--- src/rtl/timer_display_scan_if.sv ---
// Display-side bundle for timer_display_scan.
// The master (countdown timer / game controller) drives the digits, flags and
// state. The slave (the scanner) drives the multiplexed seven-segment pins.
interface timer_display_scan_if;
  logic       tick_10ms;
  logic [2:0] current_state;
  logic [3:0] min_tens;
  logic [3:0] min_ones;
  logic [3:0] sec_tens;
  logic [3:0] sec_ones;
  logic [3:0] cs_tens;
  logic [3:0] cs_ones;
  logic       one_min_left;
  logic       ten_sec_left;
  logic       time_out;
  logic [6:0] seg_n;
  logic       dp_n;
  logic [5:0] an_n;

  modport master (
    output tick_10ms, current_state,
    output min_tens, min_ones, sec_tens, sec_ones, cs_tens, cs_ones,
    output one_min_left, ten_sec_left, time_out,
    input  seg_n, dp_n, an_n
  );

  modport slave (
    input  tick_10ms, current_state,
    input  min_tens, min_ones, sec_tens, sec_ones, cs_tens, cs_ones,
    input  one_min_left, ten_sec_left, time_out,
    output seg_n, dp_n, an_n
  );
endinterface

--- src/rtl/timer_display_scan.sv ---
// Multiplexed 6-digit common-anode seven-segment driver for the countdown timer.
// Shows mm.ss.cc one digit per slot, blanks the whole display in IDLE, blinks it
// during the final seconds of ATIVATED and holds it steady once the timer has
// run out or the mission has ended. All display pins are registered.
module timer_display_scan #(
  parameter int SCAN_DIV    = 50000,
  parameter int BLINK_TICKS = 25
) (
  input logic              clk,
  input logic              rst,
  timer_display_scan_if.slave bus
);

  localparam int SCAN_W  = (SCAN_DIV > 1)    ? $clog2(SCAN_DIV)    : 1;
  localparam int BLINK_W = (BLINK_TICKS > 1) ? $clog2(BLINK_TICKS) : 1;

  // Game state encoding shared with the controller; 110/111 have no name and
  // are handled as IDLE.
  typedef enum logic [2:0] {
    ST_IDLE              = 3'b000,
    ST_ATIVATING         = 3'b001,
    ST_ATIVATED          = 3'b010,
    ST_DETONATING        = 3'b011,
    ST_MISSION_FAILED    = 3'b100,
    ST_MISSION_SUCCESSED = 3'b101
  } game_state_e;

  game_state_e state;

  logic [SCAN_W-1:0]  scan_cnt_q, scan_cnt_d;
  logic [2:0]         idx_q, idx_d;
  logic [BLINK_W-1:0] blink_cnt_q, blink_cnt_d;
  logic               blink_off_q, blink_off_d;
  logic [6:0]         seg_q, seg_d;
  logic               dp_q, dp_d;
  logic [5:0]         an_q, an_d;

  logic       scan_wrap;
  logic       is_idle;
  logic       is_activated;
  logic       is_steady;
  logic       blink_blank;
  logic       dp_blink_off;
  logic       blank_all;
  logic       lead_zero;
  logic       dp_slot;
  logic [3:0] digit_sel;

  assign state = game_state_e'(bus.current_state);

  // Seven-segment glyphs, {g,f,e,d,c,b,a}, active low. Anything above 9 is a
  // dash so a corrupted digit is visible instead of showing a wrong number.
  function automatic logic [6:0] decode_bcd(input logic [3:0] value);
    logic [6:0] glyph;
    case (value)
      4'd0:    glyph = 7'b1000000;
      4'd1:    glyph = 7'b1111001;
      4'd2:    glyph = 7'b0100100;
      4'd3:    glyph = 7'b0110000;
      4'd4:    glyph = 7'b0011001;
      4'd5:    glyph = 7'b0010010;
      4'd6:    glyph = 7'b0000010;
      4'd7:    glyph = 7'b1111000;
      4'd8:    glyph = 7'b0000000;
      4'd9:    glyph = 7'b0010000;
      default: glyph = 7'b0111111;
    endcase
    return glyph;
  endfunction

  // State classification used by the blanking priority.
  always_comb begin
    is_idle      = 1'b0;
    is_activated = 1'b0;
    is_steady    = bus.time_out;
    case (state)
      ST_IDLE:              is_idle = 1'b1;
      ST_ATIVATING:         is_idle = 1'b0;
      ST_ATIVATED:          is_activated = 1'b1;
      ST_DETONATING,
      ST_MISSION_FAILED,
      ST_MISSION_SUCCESSED: is_steady = 1'b1;
      default:              is_idle = 1'b1;
    endcase
  end

  // Slot timer: each digit stays selected for SCAN_DIV clocks, then the
  // scanner moves on to the next digit, wrapping after cs_ones.
  always_comb begin
    scan_wrap  = (scan_cnt_q == SCAN_W'(SCAN_DIV - 1));
    scan_cnt_d = scan_cnt_q + 1'b1;
    idx_d      = idx_q;
    if (scan_wrap) begin
      scan_cnt_d = '0;
      idx_d      = (idx_q >= 3'd5) ? 3'd0 : idx_q + 3'd1;
    end
  end

  // Blink phase: only advances on 10 ms ticks while ATIVATED; leaving
  // ATIVATED clears it even on an edge where it would have toggled.
  always_comb begin
    blink_cnt_d = blink_cnt_q;
    blink_off_d = blink_off_q;
    if (!is_activated) begin
      blink_cnt_d = '0;
      blink_off_d = 1'b0;
    end else if (bus.tick_10ms) begin
      if (blink_cnt_q == BLINK_W'(BLINK_TICKS - 1)) begin
        blink_cnt_d = '0;
        blink_off_d = ~blink_off_q;
      end else begin
        blink_cnt_d = blink_cnt_q + 1'b1;
      end
    end
  end

  // Pick the BCD digit belonging to the slot currently being scanned.
  always_comb begin
    digit_sel = 4'h0;
    case (idx_q)
      3'd0:    digit_sel = bus.min_tens;
      3'd1:    digit_sel = bus.min_ones;
      3'd2:    digit_sel = bus.sec_tens;
      3'd3:    digit_sel = bus.sec_ones;
      3'd4:    digit_sel = bus.cs_tens;
      3'd5:    digit_sel = bus.cs_ones;
      default: digit_sel = 4'h0;
    endcase
  end

  // Blanking decisions: IDLE beats everything, a finished or timed-out game
  // is never blinked, and the final-seconds blink darkens every slot.
  always_comb begin
    blink_blank  = is_activated && !is_steady && bus.ten_sec_left && blink_off_q;
    dp_blink_off = is_activated && !is_steady && bus.one_min_left && blink_off_q;
    blank_all    = is_idle || blink_blank;
    lead_zero    = (idx_q == 3'd0) && (bus.min_tens == 4'd0);
    dp_slot      = (idx_q == 3'd1) || (idx_q == 3'd3);
  end

  // Next value of the display pins for the slot selected on this edge.
  always_comb begin
    seg_d = 7'h7F;
    dp_d  = 1'b1;
    an_d  = 6'h3F;
    if (!blank_all && !lead_zero && (idx_q <= 3'd5)) begin
      an_d  = ~(6'b100000 >> idx_q);
      seg_d = decode_bcd(digit_sel);
      dp_d  = ~(dp_slot && !dp_blink_off);
    end
  end

  // Scan and blink state; reset parks the scanner on the first slot.
  always_ff @(posedge clk or posedge rst) begin
    if (rst) begin
      scan_cnt_q  <= '0;
      idx_q       <= 3'd0;
      blink_cnt_q <= '0;
      blink_off_q <= 1'b0;
    end else begin
      scan_cnt_q  <= scan_cnt_d;
      idx_q       <= idx_d;
      blink_cnt_q <= blink_cnt_d;
      blink_off_q <= blink_off_d;
    end
  end

  // Registered display pins; reset turns every segment and anode off at once.
  always_ff @(posedge clk or posedge rst) begin
    if (rst) begin
      seg_q <= 7'h7F;
      dp_q  <= 1'b1;
      an_q  <= 6'h3F;
    end else begin
      seg_q <= seg_d;
      dp_q  <= dp_d;
      an_q  <= an_d;
    end
  end

  assign bus.seg_n = seg_q;
  assign bus.dp_n  = dp_q;
  assign bus.an_n  = an_q;

endmodule
--- src/flat_wrapper.sv ---
// flat-port wrapper written by rule: the top's interface ports become plain ports
module timer_display_scan_flat 
#(
  parameter int SCAN_DIV    = 50000,
  parameter int BLINK_TICKS = 25
)
  (clk, rst, bus_tick_10ms, bus_current_state, bus_min_tens, bus_min_ones, bus_sec_tens, bus_sec_ones, bus_cs_tens, bus_cs_ones, bus_one_min_left, bus_ten_sec_left, bus_time_out, bus_seg_n, bus_dp_n, bus_an_n);
  timer_display_scan_if bus_i ();
  input logic clk;
  input logic rst;
  input wire logic [$bits(bus_i.tick_10ms)-1:0] bus_tick_10ms;
  input wire logic [$bits(bus_i.current_state)-1:0] bus_current_state;
  input wire logic [$bits(bus_i.min_tens)-1:0] bus_min_tens;
  input wire logic [$bits(bus_i.min_ones)-1:0] bus_min_ones;
  input wire logic [$bits(bus_i.sec_tens)-1:0] bus_sec_tens;
  input wire logic [$bits(bus_i.sec_ones)-1:0] bus_sec_ones;
  input wire logic [$bits(bus_i.cs_tens)-1:0] bus_cs_tens;
  input wire logic [$bits(bus_i.cs_ones)-1:0] bus_cs_ones;
  input wire logic [$bits(bus_i.one_min_left)-1:0] bus_one_min_left;
  input wire logic [$bits(bus_i.ten_sec_left)-1:0] bus_ten_sec_left;
  input wire logic [$bits(bus_i.time_out)-1:0] bus_time_out;
  output wire logic [$bits(bus_i.seg_n)-1:0] bus_seg_n;
  output wire logic [$bits(bus_i.dp_n)-1:0] bus_dp_n;
  output wire logic [$bits(bus_i.an_n)-1:0] bus_an_n;
  assign bus_i.tick_10ms = bus_tick_10ms;
  assign bus_i.current_state = bus_current_state;
  assign bus_i.min_tens = bus_min_tens;
  assign bus_i.min_ones = bus_min_ones;
  assign bus_i.sec_tens = bus_sec_tens;
  assign bus_i.sec_ones = bus_sec_ones;
  assign bus_i.cs_tens = bus_cs_tens;
  assign bus_i.cs_ones = bus_cs_ones;
  assign bus_i.one_min_left = bus_one_min_left;
  assign bus_i.ten_sec_left = bus_ten_sec_left;
  assign bus_i.time_out = bus_time_out;
  assign bus_seg_n = bus_i.seg_n;
  assign bus_dp_n = bus_i.dp_n;
  assign bus_an_n = bus_i.an_n;
  timer_display_scan #(.SCAN_DIV(SCAN_DIV), .BLINK_TICKS(BLINK_TICKS)) u_core (.clk(clk), .rst(rst), .bus(bus_i));
endmodule
--- config.mk ---
export PLATFORM = sky130hd
export DESIGN_NAME = timer_display_scan_flat
export DESIGN_NICKNAME = d
export VERILOG_FILES = /design/src/rtl/timer_display_scan_if.sv /design/src/rtl/timer_display_scan.sv /design/src/flat_wrapper.sv
export SDC_FILE = /design/constraint.sdc
export NUM_CORES = 1
export LEC_CHECK = 0
export CAP_MARGIN = 10
export CORE_MARGIN = 2
export CORE_UTILIZATION = 28
export CTS_CLUSTER_SIZE = 30
export DETAILED_ROUTE_END_ITERATION = 12
export HOLD_SLACK_MARGIN = 0.1
export PLACE_DENSITY_LB_ADDON = 0.1
export SLEW_MARGIN = 30
export SYNTH_ARGS = -nofsm -noshare
export SYNTH_HDL_FRONTEND = slang
export SYNTH_SLANG_ARGS = --single-unit
--- constraint.sdc ---
create_clock -name clk -period 4.6 [get_ports clk]
set_input_delay 0.46 -clock clk [delete_from_list [all_inputs] [get_ports clk]]
set_output_delay 0.46 -clock clk [all_outputs]
set_load 0.1 [all_outputs]
==> metrics.md <==
| Metric | Value |
|---|---|
| Relative slew slack | 0.340 |
| Comb pwr share | 0.175 |
| Net Sw Frac | 0.266 |
| Level count of the clock H-tree | 2 |
| CP max FO | 16 |
| Final Routed Wirelength | 4870 microns |
| Clock Root Buffer | clkbuf_8 |
| Final Cycle Share | 0.536 |
| Core area | 0.00761 sq mm |
| Distinct cells, synth | 48 |
| Via density | between 4 and 5 |
| Setup CP Type | reg2reg |
| Std cell rows | 32 |
| Seq/Total Area, Yosys | 0.458 |
| Syn avg cell area | approximately 10 sq um |
| Total gr overflow | 0 |
| DIE WIDTH | 92.0 microns |
| First-pass GRT wire length | 8530 microns |
| Routed Antenna Nets | 0 |
| PostCTS Resize Cnt | 0 |
| Gpl congestion | between 0.7 and 0.8 |
| HP Class | reg2reg |
| Most frequent cells in the layout | clkdlybuf4s50_1, dfrtp_1, nor2_1 |
| Setup TNS | 0 ps |
| Least-Margin Pin Slew | a little under 1000 ps |
| Worst clock skew | about 5.7 ps |
| Status | finished, final reports clean |
| DRT Pass-1 Iters | 4 |
| Clock-pin transition on the worst setup and hold timing paths | 80 ps |
| # placed instances | roughly 350 |
| Max IR drop VDD | 104 uV |
| Synth Instances | 210 |
| Int Power | about 570 uW |
| Post-Syn Nets | 256 |
| # diodes | 0 |
| Final std cells w/o fill | 360 |
| Synth area leader | dfrtp_1 |
| Flip-flop and latch count after synthesis | 39 |
| Synth top area share | 0.288 |
| Area grow syn2layout | 30.5% |
| WL/cell | 13.5 microns |
| Synth top area cells | dfrtp_1, dfstp_2, ha_1 |
| Power Density | 273 mW/mm^2 |
| I/O pin total | 47 |
| Clock share of power | 0.364 |
| Initial antenna violation count | 0 |
| Chip height | 92.0 microns |
| Critical path required time | 4810 ps |
| Layout cells sized above 1 | 0.140 |
| Largest net degree at the start of global routing | 40 |
| Post-route minimum period | 2470 ps |
| Num Clock Sinks | 39 |
| Max-Cap Viols | 0 |
| Yosys Warn Count | 0 |
| Sequential Power Share | 0.461 |
| RSZ-0062 raised after global routing | false |
| Critical Path Start Type | register |
| Most common cell after layout, fill and taps aside | clkdlybuf4s50_1 |
| Fmax | between 400 and 500 MHz |
| Setup Buffers After CTS | 0 |
| CTS tree | yes |
| Fin. max-slew vios | 0 |
| Clk Latency, worst-skew pair | 290 ps |
| Final net count | 303 |
| Mapped Area | 0.00217 sq mm |
| DIE AREA | 0.00847 sq mm |
| Final Setup Violations | 0 |
| Final Hold Fails | 0 |
| Hold_buf cts | 0 |
| Vias | 1,631 |
| Gr usage total | 0.128 |
| CTS Buf Count | 5 |
| Sw power | about 210 uW |
| Drt drc | 0 |
| Pleak | 1.17 nW |
| Clock tree buffer depth | 2 |
| Initial DRC count | 30 |
| Vias in the first global route | 1,755 |
| Crit. End Element | register |
| Hpwl dp | 3650 microns |
| Pwr Total | 773 uW |
| Initial Utilization | 0.285 |
| # port buffers | 46 |
| Critical Path AT | 2680 ps |
-- power by group through the flow --
stage | registers [mW] | logic, mW | clock network, mW
final | 0.357 | 0.135 | 0.281
after global routing | 0.357 | 0.145 | 0.308
after global placement | 0.363 | 0.138 | 0
after detailed placement | 0.363 | 0.137 | 0
after CTS | 0.357 | 0.137 | 0.292
after floorplan | 0.414 | 0.0344 | 0
-- metrics by stage --
stage          hold slack (ps)   util  cell area [sq um]  worst slack (ps)
2_1_floorplan              425      -               2170              2500
3_3_place_gp               450  0.358               2730              2130
3_5_place_dp               458  0.358               2730              2170
4_1_cts                    470  0.372               2830              2130
5_1_grt                    490  0.372               2830              1900
6_report                   467  0.372               2830              2130
-- worst max-delay path: stages, from the launching register on --
cell and delay [ps]:
dfrtp_1 690, inv_1 220, ha_1 350, a32o_2 310, a221oi_4 460, a21oi_1 150
a31oi_1 210
-- area by class of cell --
type                            count  area [sq um]
Tap cell                          102           128
Sequential cell                    39           993
Timing Repair Buffer               48           475
Inverter                           11          41.3
Clock inverter                      1          30.0
Multi-Input combinational cell    152          1090
Clock buffer                        7          76.3
Fill cell                         775          4780
-- sequential cells by signal (all words and copies together) (netlist names) --
register and flops:
u_core.bus.an_n 6, u_core.scan_cnt_q 16, u_core.blink_cnt_q 5, u_core.bus.dp_n 1, u_core.idx_q 3, u_core.bus.seg_n 7
u_core.blink_off_q 1
-- Yosys cell counts (all sizes together) --
master   instances
mux2i            2
nor2            21
o21ai            7
nor2b            3
and3             5
a2111o           1
a222oi           1
nor3             5
o211ai           3
a221oi           3
nand4            5
nand3           13
nor3b            1
nand2           14
a2111oi          1
a21oi            5
a32o             1
o31ai            1
dfstp           14
ha              13
a22oi            4
and4             1
clkbuf           4
and2             1
nor4b            1
xor2             8
mux2             4
inv             11
dfrtp           25
or3b             1
a21boi           1
xnor2           10
a31oi            3
nand2b           3
and4bb           1
nor4             3
buf              4
o21bai           1
nand3b           1
o41ai            1
or3              1
a21o             1
or2              1
-- logic make-up after synthesis --
kind of cell	Yosys count	synth area share
AO/OA/AOI/OAI	34	0.128
XOR/XNOR	18	0.0727
buffers and inverters	19	0.0409
flip-flops	39	0.458
adder cells (fa/ha/maj)	13	0.0750
multiplexers	6	0.0317
AND/OR/NAND/NOR	81	0.194
-- path summary, 6_finish.rpt --
path                                       from                    end  slack, ps  cells after the start
max                             u_core.idx_q[2]    u_core.bus.seg_n[0]       2130                      6
min                        u_core.scan_cnt_q[0]   u_core.scan_cnt_q[0]        470                      1
max reg2reg                     u_core.idx_q[2]    u_core.bus.seg_n[0]       2130                      6
min reg2reg                u_core.scan_cnt_q[0]   u_core.scan_cnt_q[0]        470                      1
max in group asynchronous                   rst     u_core.bus.an_n[3]       3630                      3
min in group asynchronous                   rst  u_core.scan_cnt_q[10]        600                      3
-- layer usage --
metal  vias to the layer above  part of all wire  track usage
met2                        38              0.43        0.192
met3                         6             0.048       0.0362
met4                         0             0.012       0.0410
met1                       753              0.51        0.179
met5                         -                 0            0
li1                        834                 -            -
No activity file was read; power rests on OpenSTA's default activity.
